`config.mk`:
```
export PLATFORM = sky130hd
export DESIGN_NAME = vreduction_wb_buffer
export DESIGN_NICKNAME = d
export VERILOG_FILES = /design/src/rtl/vreduction_wb_buffer.sv
export SDC_FILE = /design/constraint.sdc
export NUM_CORES = 1
export LEC_CHECK = 0
export BUFFER_PORTS_ARGS = -buffer_cell sky130_fd_sc_hd__buf_2
export CAP_MARGIN = 10
export CORE_MARGIN = 5
export CORE_UTILIZATION = 59
export DETAILED_ROUTE_END_ITERATION = 10
export PLACE_DENSITY = 0.92
export SLEW_MARGIN = 20
export SYNTH_ARGS = -nofsm -noshare
export SYNTH_HDL_FRONTEND = slang
export SYNTH_SLANG_ARGS = --single-unit
```
`constraint.sdc`:
```
create_clock -name CLK -period 3.4 [get_ports CLK]
set_input_delay 0.34 -clock CLK [delete_from_list [all_inputs] [get_ports CLK]]
set_output_delay 0.34 -clock CLK [all_outputs]
set_load 0.05 [all_outputs]
```
`src/rtl/vreduction_wb_buffer.sv`:
```
// Writeback buffer between the vector reduction unit and register-file writeback.
// Slots are reserved at issue time, filled in order by results and drained in order to writeback.

module vreduction_wb_slot #(
    parameter int TAG_W = 5,
    parameter int VW    = 256
) (
    input  logic             CLK,
    input  logic             nRST,
    input  logic             i_issue,
    input  logic [TAG_W-1:0] i_tag,
    input  logic             i_fill,
    input  logic [VW-1:0]    i_data,
    input  logic             i_pop,
    output logic [TAG_W-1:0] o_tag,
    output logic [VW-1:0]    o_data,
    output logic             o_filled
);
    logic [TAG_W-1:0] r_tag;
    logic [VW-1:0]    r_data;
    logic             r_filled;

    // Issue, fill and pop never target the same slot in one cycle, so their order here is immaterial.
    always_ff @(posedge CLK or negedge nRST) begin
        if (!nRST) begin
            r_tag    <= '0;
            r_data   <= '0;
            r_filled <= 1'b0;
        end else begin
            if (i_issue) begin
                r_tag    <= i_tag;
                r_filled <= 1'b0;
            end
            if (i_fill) begin
                r_data   <= i_data;
                r_filled <= 1'b1;
            end
            if (i_pop)
                r_filled <= 1'b0;
        end
    end

    assign o_tag    = r_tag;
    assign o_data   = r_data;
    assign o_filled = r_filled;
endmodule

module vreduction_wb_buffer #(
    parameter int ELEMS  = 16,
    parameter int DATA_W = 16,
    parameter int TAG_W  = 5,
    parameter int DEPTH  = 4,
    localparam int VW    = ELEMS * DATA_W,
    localparam int IW    = $clog2(DEPTH),
    localparam int PW    = IW + 1
) (
    input  logic             CLK,
    input  logic             nRST,
    input  logic             issue_valid,
    input  logic [TAG_W-1:0] issue_tag,
    output logic             issue_ok,
    input  logic             res_valid,
    input  logic [VW-1:0]    res_data,
    output logic             wb_valid,
    input  logic             wb_ready,
    output logic [VW-1:0]    wb_data,
    output logic [TAG_W-1:0] wb_tag,
    output logic [PW-1:0]    occupancy,
    output logic             err
);
    logic [PW-1:0] r_alloc, r_fill, r_head;
    logic          r_err;

    logic [PW-1:0] w_occ, w_pend;
    logic [IW-1:0] w_alloc_idx, w_fill_idx, w_head_idx;
    logic          w_do_issue, w_do_fill, w_do_pop;
    logic          w_issue_ok, w_wb_valid;

    logic [DEPTH-1:0][TAG_W-1:0] w_slot_tag;
    logic [DEPTH-1:0][VW-1:0]    w_slot_data;
    logic [DEPTH-1:0]            w_slot_filled;

    // Wrap bit in each pointer distinguishes full from empty.
    assign w_occ       = r_alloc - r_head;
    assign w_pend      = r_alloc - r_fill;
    assign w_alloc_idx = r_alloc[IW-1:0];
    assign w_fill_idx  = r_fill[IW-1:0];
    assign w_head_idx  = r_head[IW-1:0];

    assign w_issue_ok = (w_occ < PW'(DEPTH));
    assign w_wb_valid = (w_occ != '0) && w_slot_filled[w_head_idx];
    assign w_do_issue = issue_valid && w_issue_ok;
    assign w_do_fill  = res_valid && (w_pend != '0);
    assign w_do_pop   = w_wb_valid && wb_ready;

    for (genvar g = 0; g < DEPTH; g++) begin : g_slot
        vreduction_wb_slot #(.TAG_W(TAG_W), .VW(VW)) u_slot (
            .CLK      (CLK),
            .nRST     (nRST),
            .i_issue  (w_do_issue && (w_alloc_idx == IW'(g))),
            .i_tag    (issue_tag),
            .i_fill   (w_do_fill && (w_fill_idx == IW'(g))),
            .i_data   (res_data),
            .i_pop    (w_do_pop && (w_head_idx == IW'(g))),
            .o_tag    (w_slot_tag[g]),
            .o_data   (w_slot_data[g]),
            .o_filled (w_slot_filled[g])
        );
    end

    always_ff @(posedge CLK or negedge nRST) begin
        if (!nRST) begin
            r_alloc <= '0;
            r_fill  <= '0;
            r_head  <= '0;
            r_err   <= 1'b0;
        end else begin
            if (w_do_issue) r_alloc <= r_alloc + PW'(1);
            if (w_do_fill)  r_fill  <= r_fill + PW'(1);
            if (w_do_pop)   r_head  <= r_head + PW'(1);
            // Dropped issues and orphan results are unrecoverable; latch until reset.
            if ((issue_valid && !w_issue_ok) || (res_valid && (w_pend == '0)))
                r_err <= 1'b1;
        end
    end

    assign issue_ok  = w_issue_ok;
    assign wb_valid  = w_wb_valid;
    assign wb_data   = (w_occ != '0) ? w_slot_data[w_head_idx] : '0;
    assign wb_tag    = (w_occ != '0) ? w_slot_tag[w_head_idx]  : '0;
    assign occupancy = w_occ;
    assign err       = r_err;
endmodule

```
; Yosys cells after proc, flatten, opt, wreduce, memory -nomap -nowiden
; Cells that the tools add are included.
; W data, S select, Z words.
[op_classes]
add_sub_neg = 5
n_lt_le_gt_ge = 2
n_eq_ne = 9
muxes = 20
reduce_logical = 30
[op_table]
columns = operator, n
row1 = $bmux W256 S2, 1
row2 = $mux W256, 2
row3 = $logic_and A1 B1 Y1, 18
row4 = $reduce_bool A3 Y1, 6
row5 = $mux W1, 13
row6 = $eq A2 B2 Y1 const B, 6
row7 = $bmux W5 S2, 1
row8 = $mux W5, 2
row9 = $add A3 B1 Y3 const B, 3
row10 = $eq A2 B1 Y1 const B, 3
row11 = $logic_not A2 Y1, 3
row12 = $sub A3 B3 Y3, 2
row13 = $logic_not A3 Y1, 1
row14 = $lt A2 B3 Y1 const B, 1
row15 = $lt A3 B3 Y1 const B, 1
row16 = $bmux W1 S2, 1
row17 = $logic_not A1 Y1, 1
row18 = $logic_or A1 B1 Y1, 1
[word_totals]
regBits = 1058
in_bits = 266
output_inout_bits = 267
word_cells = 82

; Depth between registers and ports, before layout
; Gate-level depths: netlist of the first run.
[logic_depth]
word_depth = 7
mapped_depth = 9
depth_no_buf = 7

; By module
; Synthesis of the first run repeated with hierarchy kept, for this count alone.
[hier_totals]
hier_cells = 2906
hier_area_um2 = 51688.3
[by_module_without_submodules]
columns = module, instances, cells_per_inst, area_each_um2, seq_area_each_um2
row1 = vreduction_wb_slot, 4, 556, 10737.8, 6556.3
row2 = vreduction_wb_buffer, 1, 682, 8737.1, 250.2

; Worst setup path after synthesis of the first run
; Ideal clock, no wire load.
[synth_timing]
kind = reg2out
from = reg r_alloc[0]
to = out wb_valid
arrival_ps = 2977
required_ps = 3060
slack_ps = 83
stages_incl_launch_ff = 7
n_path_buf = 0
cell_sequence = dfrtp_1 > inv_1 > ha_1 > fa_1 > xnor3_1 > and3_1 > nor3_1
[synth_via]
elab_chain_cells = 3
[synth_rtl]
columns = item, line
row1 = start: declaration, 71  ; logic [PW-1:0] r_alloc, r_fill, r_head;
row2 = start signal: assignment, 118  ; if (w_do_issue) r_alloc <= r_alloc + PW'(1);
row3 = $sub A3 B3 Y3, 84  ; assign w_occ = r_alloc - r_head;
row4 = $reduce_bool A3 Y1, 91  ; assign w_wb_valid = (w_occ != '0) && w_slot_filled[w_head_idx];
row5 = $logic_and A1 B1 Y1, 91
row6 = end: declaration, 64  ; output logic wb_valid,
; No other way between the ends.

; Final worst setup path of the first run
[layout_timing]
from = reg r_alloc[0]
to = out wb_data[192]
[layout_via]
elab_chain_cells = 3
[layout_rtl]
columns = item, line
row1 = $sub A3 B3 Y3, 84
row2 = $reduce_bool A3 Y1, 129  ; assign wb_data = (w_occ != '0) ? w_slot_data[w_head_idx] : '0;
row3 = $mux W256, 129
row4 = end: declaration, 66  ; output logic [VW-1:0] wb_data,
; No other way between the ends.

==> results of run 1 <==
what timing repair did:
item / 4_1_cts / 5_1_grt
setup endpoints to repair: 248 / 150
gates resized for setup: 98 / 201
setup buffers: 8 / 0
hold buffers: 264 / 0
endpoints found under the hold margin: 1113 / 0
cloned: 3 / 1
pin swaps: 1 / 1
state kept, by name, summed over array words and instances, names as in the netlist:
| name | cells |
|---|---|
| err | 1 |
| g_slot.u_slot.o_data | 1024 |
| g_slot.u_slot.o_filled | 4 |
| g_slot.u_slot.o_tag | 20 |
| r_alloc | 3 |
| r_fill | 3 |
| r_head | 3 |
synthesized netlist by cell type (2+ instances only):
cell,number
dfrtp_1,1058
mux2_2,720
mux2_1,329
and2_1,266
mux4_2,261
clkbuf_1,60
buf_6,57
buf_4,50
buf_2,30
ha_1,15
inv_1,9
nand2_1,7
nand3_1,6
buf_1,5
xnor2_1,5
nor2_1,4
a21oi_4,3
a2bb2oi_1,3
o21ai_0,3
a22oi_1,2
a31oi_1,2
nor2b_1,2
final timing paths:
path,cells past startpoint,slack [ns],to,from
max in group asynchronous,4,1.91,g_slot[0].u_slot.o_data[113]$_DFFE_PN0P_,nRST
max,9,0.01,wb_data[192],r_alloc[0]$_DFFE_PN0N_
min,2,0.12,err$_DFFE_PN0P_,res_valid
min in group asynchronous,2,0.44,g_slot[3].u_slot.o_data[129]$_DFFE_PN0P_,nRST
max reg2reg,8,0.52,g_slot[2].u_slot.o_data[77]$_DFFE_PN0P_,r_alloc[0]$_DFFE_PN0N_
min reg2reg,1,0.48,g_slot[3].u_slot.o_data[42]$_DFFE_PN0P_,g_slot[3].u_slot.o_data[42]$_DFFE_PN0P_
area by class of cell:
class,count,area (um^2),share of cell area
multi-input combinational,1640,20000,0.339
sequential,1058,26500,0.449
inverter,9,33.8,0.000573
antenna,22,55.1,0.000933
timing repair buffer,894,7280,0.123
clock inverter,51,805,0.0136
clock buffer,142,3020,0.0511
tap,1060,1330,0.0225
worst max-delay path, stage by stage, from the launching register on:
cell	delay, ns
dfrtp_1	0.37
inv_1	0.11
ha_1	0.25
fa_2	0.37
xnor3_2	0.27
nand3_4	0.15
buf_12	0.21
buf_4	0.15
and2_1	0.19
buf_2	0.30
layer usage:
metal	vias to the layer above	part of all wire
li1	12300	-
met1	16200	0.35
met2	1859	0.51
met3	601	0.072
met4	8	0.068
met5	-	0.00032
stage by stage:
step                area [um^2]   util
floorplan                 47900      -
global placement          51600  0.640
detailed placement        51600  0.640
CTS                       58500  0.726
global route              59000  0.732
finish                    59000  0.732
layout by cell type, fill, tap and decap left out, types with 4 or more instances in the layout:
cell,n
a21oi_4,4
and2_1,260
and2_4,6
buf_12,33
buf_16,5
buf_2,328
buf_4,157
buf_6,38
bufinv_16,16
clkbuf_1,12
clkbuf_16,106
clkbuf_4,65
clkbuf_8,25
clkinv_16,4
clkinv_2,17
clkinvlp_4,9
dfrtp_1,1056
diode_2,22
dlygate4sd3_1,264
ha_1,15
inv_1,9
mux2_1,329
mux2_2,720
mux4_2,261
nand2_1,7
nand3_1,5
nor2_1,4
xnor2_1,5
kinds of logic (layout without fill, tap and decap cells):
logic type,count (synthesis),count (layout),share of synthesized area
adder cells (fa/ha/maj),16,16,0.00434
flip-flops,1058,1058,0.553
buffers and inverters,211,1096,0.0302
AND/OR/NAND/NOR,288,288,0.0369
AO/OA/AOI/OAI,17,17,0.00316
other,0,22,0
XOR/XNOR,9,9,0.00272
multiplexers,1310,1310,0.370
==> reports/qor.csv, run 1 <==
stage,metric,value,unit
timing,tightestPinTransition,1.15,ns
place,place_hpwl,72200,um
global_routing,grt_pass1_vias,34500,
logic_synthesis,syn_nets,3191,
min_path,hp-class,in -> reg,
floorplanning,io_pins,533,
floorplanning,dieArea,0.0869,mm^2
timing,max_slew_margin,0.234,
timing,setup_viol,0,
final_layout,instances_no_fill,4876,
critical_path,cp.required,3.06,ns
drt,routedWlPerCell,29.4,um
logic_synthesis,synth_ff_type,dfrtp_1,
floorplanning,fp-row-count,104,
critical_path,cp.arrival,3.05,ns
timing,min_period_over_period,0.997,
timing,rsz0062_at_grt,true,
logic_synthesis,synth_cell_type_count,34,
global_routing,grt_pass1_wl,211000,um
global_routing,antenna_found_initial,20,
clocking,clk_pin_slew_worst_paths,0.07,ns
global_routing,busiest_layer,met2,
global_routing,grt-ovfl-total,0,
floorplanning,start_util,0.594,
drt,drc_errors,0,
clocking,cts_tree,yes,
final_layout,syn_to_final_growth,23.2,%
clocking,cts.htree.levels,3,
final_layout,nNetsFinal,3989,
run_status,outcome,completed,
logic_synthesis,synth_edf_count,0,
clocking,clockBufferDepth,3,
place,dp.cells,4386,
logic_synthesis,synth_area_leader_cell,dfrtp_1,
drt,wl,143000,um
clocking,cts_buffers,104,
global_routing,grt_use_met3,0.0586,
logic_synthesis,synth_top_cell_area_share,0.553,
clocking,clk_latency,0.68,ns
logic_synthesis,synthTopCellsByArea,"dfrtp_1 55%, mux2_2 17%, mux4_2 12%",
logic_synthesis,ys_seq_area_frac,0.553,
logic_synthesis,synth.avg_cell_area,16.5,um^2
clocking,cts-root-buf,clkbuf_16,
final_layout,final_layout_size_suffix_gt1_frac,0.477,
timing,worst_slack,0.0106,ns
global_routing,track_usage,0.313,
drt,via_per_inst,6.34,
logic_synthesis,synthesis.area,0.0479,mm^2
logic_synthesis,postSynth.asyncResetShare,1.00,
logic_synthesis,synth-seq-cells,1058,
run,maxCapViolations,0,
critical_path,startpoint_type,register,
global_routing,grt_use_met1,0.376,
timing,max_freq,295,MHz
critical_path,worst-setup-path-type,reg -> out,
final_layout,n_fill_cell,4246,
timing,final.setup.tns,0,ns
timing,whs,0.117,ns
timing,clock-skew-final,0.0500,ns
timing,slew_viol_final,0,
critical_path,end_kind,primary output,
timing,hold_viol,0,
logic_synthesis,syn-instance-count,2909,
floorplanning,dieHeight,295,um
place,dpl_worst_slack,0.537,ns
floorplanning,core-area,0.0805,mm^2
global_routing,grt_max_degree,146,
floorplanning,die_w,295,um
place,gp_congestion,0.790,
logic_synthesis,yosysWarnings,0,
drt,first_pass_iters,5,
drt,num_vias,30900,
critical_path,cp_max_fo,7,
timing,period_minus_slack,3.39,ns
global_routing,grt.met2_usage,0.540,
clocking,clock-sinks,1058,
drt,first_iter_violations,2402,
drt,ant_nets,0,
place,numPortBuffers,532,
Power of run 1 is left out: the tool's default activity adds up to more than one toggle a clock period on the data nets, which glitch-free logic cannot reach.
==> inputs of run 2 (changes only) <==
CORE_UTILIZATION = 60   (was 59)
CTS_BUF_LIST = sky130_fd_sc_hd__clkbuf_2   (was not set)
MAX_ROUTING_LAYER = met4   (was not set)
PLACE_DENSITY = 0.93   (was 0.92)
==> run 2 against run 1 <==
Compared with the run above: the run now ends with negative setup slack left; clock skew up 0.15 ns; clock-buffer cell count up 231; first-iteration DRC count up 80%; final cell count up 12%; flip-flop and latch count unchanged; register-to-register slack worse by 0.36 ns; critical path depth unchanged; via count up 22%; non-clock buffer count up 326; critical path type unchanged.
==> reports/qor.csv, run 2 (same netlist as run 1, synthesis figures left out) <==
stage,metric,value,unit,change
timing,hold_viol,0,,unchanged
place,place_hpwl,72700,um,"was 72,200 um"
critical_path,cp.required,3.06,ns,about the same
floorplanning,io_pins,533,,unchanged
run_status,outcome,finished with violations,,was completed
clocking,cts_tree,yes,,unchanged
floorplanning,start_util,0.606,,was 0.594
floorplanning,dieArea,0.0855,mm^2,was 0.0869 mm^2
final_layout,final_common_cell,dfrtp_1,,unchanged
timing,worst_slack,-0.900,ns,was 0.0106 ns
critical_path,cp_max_fo,6,,was 7
timing,slew_viol_final,0,,unchanged
clocking,cts-root-buf,clkbuf_2,,was clkbuf_16
timing,max_slew_margin,0.333,,was 0.234
floorplanning,core-area,0.0790,mm^2,was 0.0805 mm^2
clocking,clk_pin_slew_worst_paths,0.18,ns,was 0.07 ns
min_path,hold_start,res_data[38],,was res_valid
global_routing,track_usage,0.392,,was 0.313
critical_path,startpoint_type,register,,unchanged
place,numPortBuffers,532,,unchanged
timing,setup_viol,264,,was 0
timing,min_period_over_period,1.26,,was 0.997
run,maxCapViolations,0,,unchanged
timing,max_freq,233,MHz,was 295 MHz
timing,period_minus_slack,4.30,ns,was 3.39 ns
drt,first_iter_violations,4321,,"was 2,402"
clocking,cts.htree.levels,5,,was 3
critical_path,rrSetupSlack,0.16,ns,was 0.52 ns
drt,num_vias,37800,,was 30.9k
final_layout,final_util,0.802,,was 0.732
min_path,hp-class,in -> reg,,unchanged
drt,routedWlPerCell,36.2,um,was 29.4 um
place,dpl_worst_slack,0.458,ns,was 0.537 ns
floorplanning,dieHeight,292,um,was 295 um
drt,first_pass_iters,6,,was 5
drt,ant_nets,0,,unchanged
final_layout,syn_to_final_growth,32.4,%,was 23.2%
clocking,clockBufferDepth,4,,was 3
timing,clock-skew-final,0.201,ns,was 0.0500 ns
final_layout,layout_common_cells,"1,055 x dfrtp_1, 720 x mux2_2, 538 x dlygate4sd3_1, 373 x clkbuf_2, 329 x mux2_1",,"was 1,056 x dfrtp_1, 720 x mux2_2, 329 x mux2_1, 328 x buf_2, 264 x dlygate4sd3_1"
global_routing,grt_max_degree,108,,was 146
final_layout,nNetsFinal,4490,,"was 3,989"
final_layout,instances_no_fill,5467,,"was 4,876"
final_layout,final_layout_size_suffix_gt1_frac,0.522,,was 0.477
critical_path,reg2reg_from,r_alloc[0]$_DFFE_PN0N_,,unchanged
timing,tightestPinTransition,1.00,ns,was 1.15 ns
min_path,hold_end,g_slot[1].u_slot.o_data[38]$_DFFE_PN0P_,,was err$_DFFE_PN0P_
critical_path,end_kind,primary output,,unchanged
critical_path,ff2ff_path_depth,10,,was 8
global_routing,grt-ovfl-total,0,,unchanged
clocking,cts_buffers,279,,was 104
clocking,clock-sinks,1058,,unchanged
clocking,clk_latency,1.67,ns,was 0.68 ns
place,dp.cells,4380,,"was 4,386"
drt,drc_errors,0,,unchanged
global_routing,grt_pass1_vias,39400,,was 34.5k
critical_path,cp.arrival,3.96,ns,was 3.05 ns
global_routing,antenna_found_initial,36,,was 20
final_layout,largest_reg_flops,1024,,unchanged
run_status,violations,negative setup slack,,
timing,final.setup.tns,-193.29,ns,was 0 ns
floorplanning,fp-row-count,103,,was 104
timing,rsz0062_at_grt,true,,unchanged
place,gp_congestion,0.801,,was 0.790
drt,wl,198000,um,"was 143,000 um"
global_routing,grt_pass1_wl,248000,um,"was 211,000 um"
floorplanning,die_w,292,um,was 295 um
min_path,min_path_cells,4,,was 2
critical_path,r2r-end,g_slot[0].u_slot.o_data[136]$_DFFE_PN0P_,,was g_slot[2].u_slot.o_data[77]$_DFFE_PN0P_
critical_path,worst-setup-path-type,reg -> out,,unchanged
drt,via_per_inst,6.91,,was 6.34
## run 2: changes by cell type in the layout (fill, tap and decap cells not counted), sizes merged, moves of 9 or more
cell / change
dlygate4sd3: +274
clkbuf: +182
buf: +101
diode: +47
clkinv: +16
bufinv: -14
clkinvlp: -9
## run 2: worst max-delay path, cell delays in order, from the launching register on
cell	delay (ns)
dfrtp_4	0.53
ha_4	0.17
fa_2	0.34
xnor3_2	0.28
nand3_4	0.15
buf_4	0.16
clkbuf_16	0.17
buf_6	0.20
and2_1	0.24
buf_6	0.19
## run 2: per-stage QoR
step	hold slack [ns]	cell area, um^2
final	0.0995	63400
after global routing	0.0693	63300
after CTS	0.0111	61400
after detailed placement	0.458	51600
after global placement	0.447	51600
after floorplan	0.0444	47900
## run 2: worst max-delay path by stage
stage,startpoint,end,slack (ns),cells after the start
after detailed placement,r_alloc[0]$_DFFE_PN0N_,wb_data[181],0.46,8
after floorplan,r_alloc[0]$_DFFE_PN0N_,wb_valid,0.08,6
final,r_head[0]$_DFFE_PN0N_,wb_data[78],-0.90,9
after global routing,r_head[0]$_DFFE_PN0N_,wb_data[78],-1.05,9
after global placement,r_alloc[0]$_DFFE_PN0N_,wb_data[210],0.63,8
after CTS,r_head[0]$_DFFE_PN0N_,wb_data[201],-0.76,5
## run 2: cell type report
class	instances	area, um^2
Antenna cell	69	173
Sequential cell	1058	26500
Tap cell	1050	1310
Multi-Input combinational cell	1640	20500
Clock buffer	373	1870
Fill cell	3378	15600
Timing Repair Buffer	1220	12700
Inverter	9	38.8
Clock inverter	48	254
## run 2: timing repair
action	4_1_cts	5_1_grt
gates cloned	13	24
pin swaps	5	5
endpoints found under the hold margin	2116	0
endpoints found under the setup margin	265	265
hold buffers	539	0
setup buffers	9	13
resized for setup	585	386
## run 2: layer usage
layer  share of wire  global-route usage
met1            0.29               0.427
met2            0.47               0.634
met5               0                   -
met3            0.12               0.102
met4            0.12               0.269
Power of run 2 is left out for the same reason.
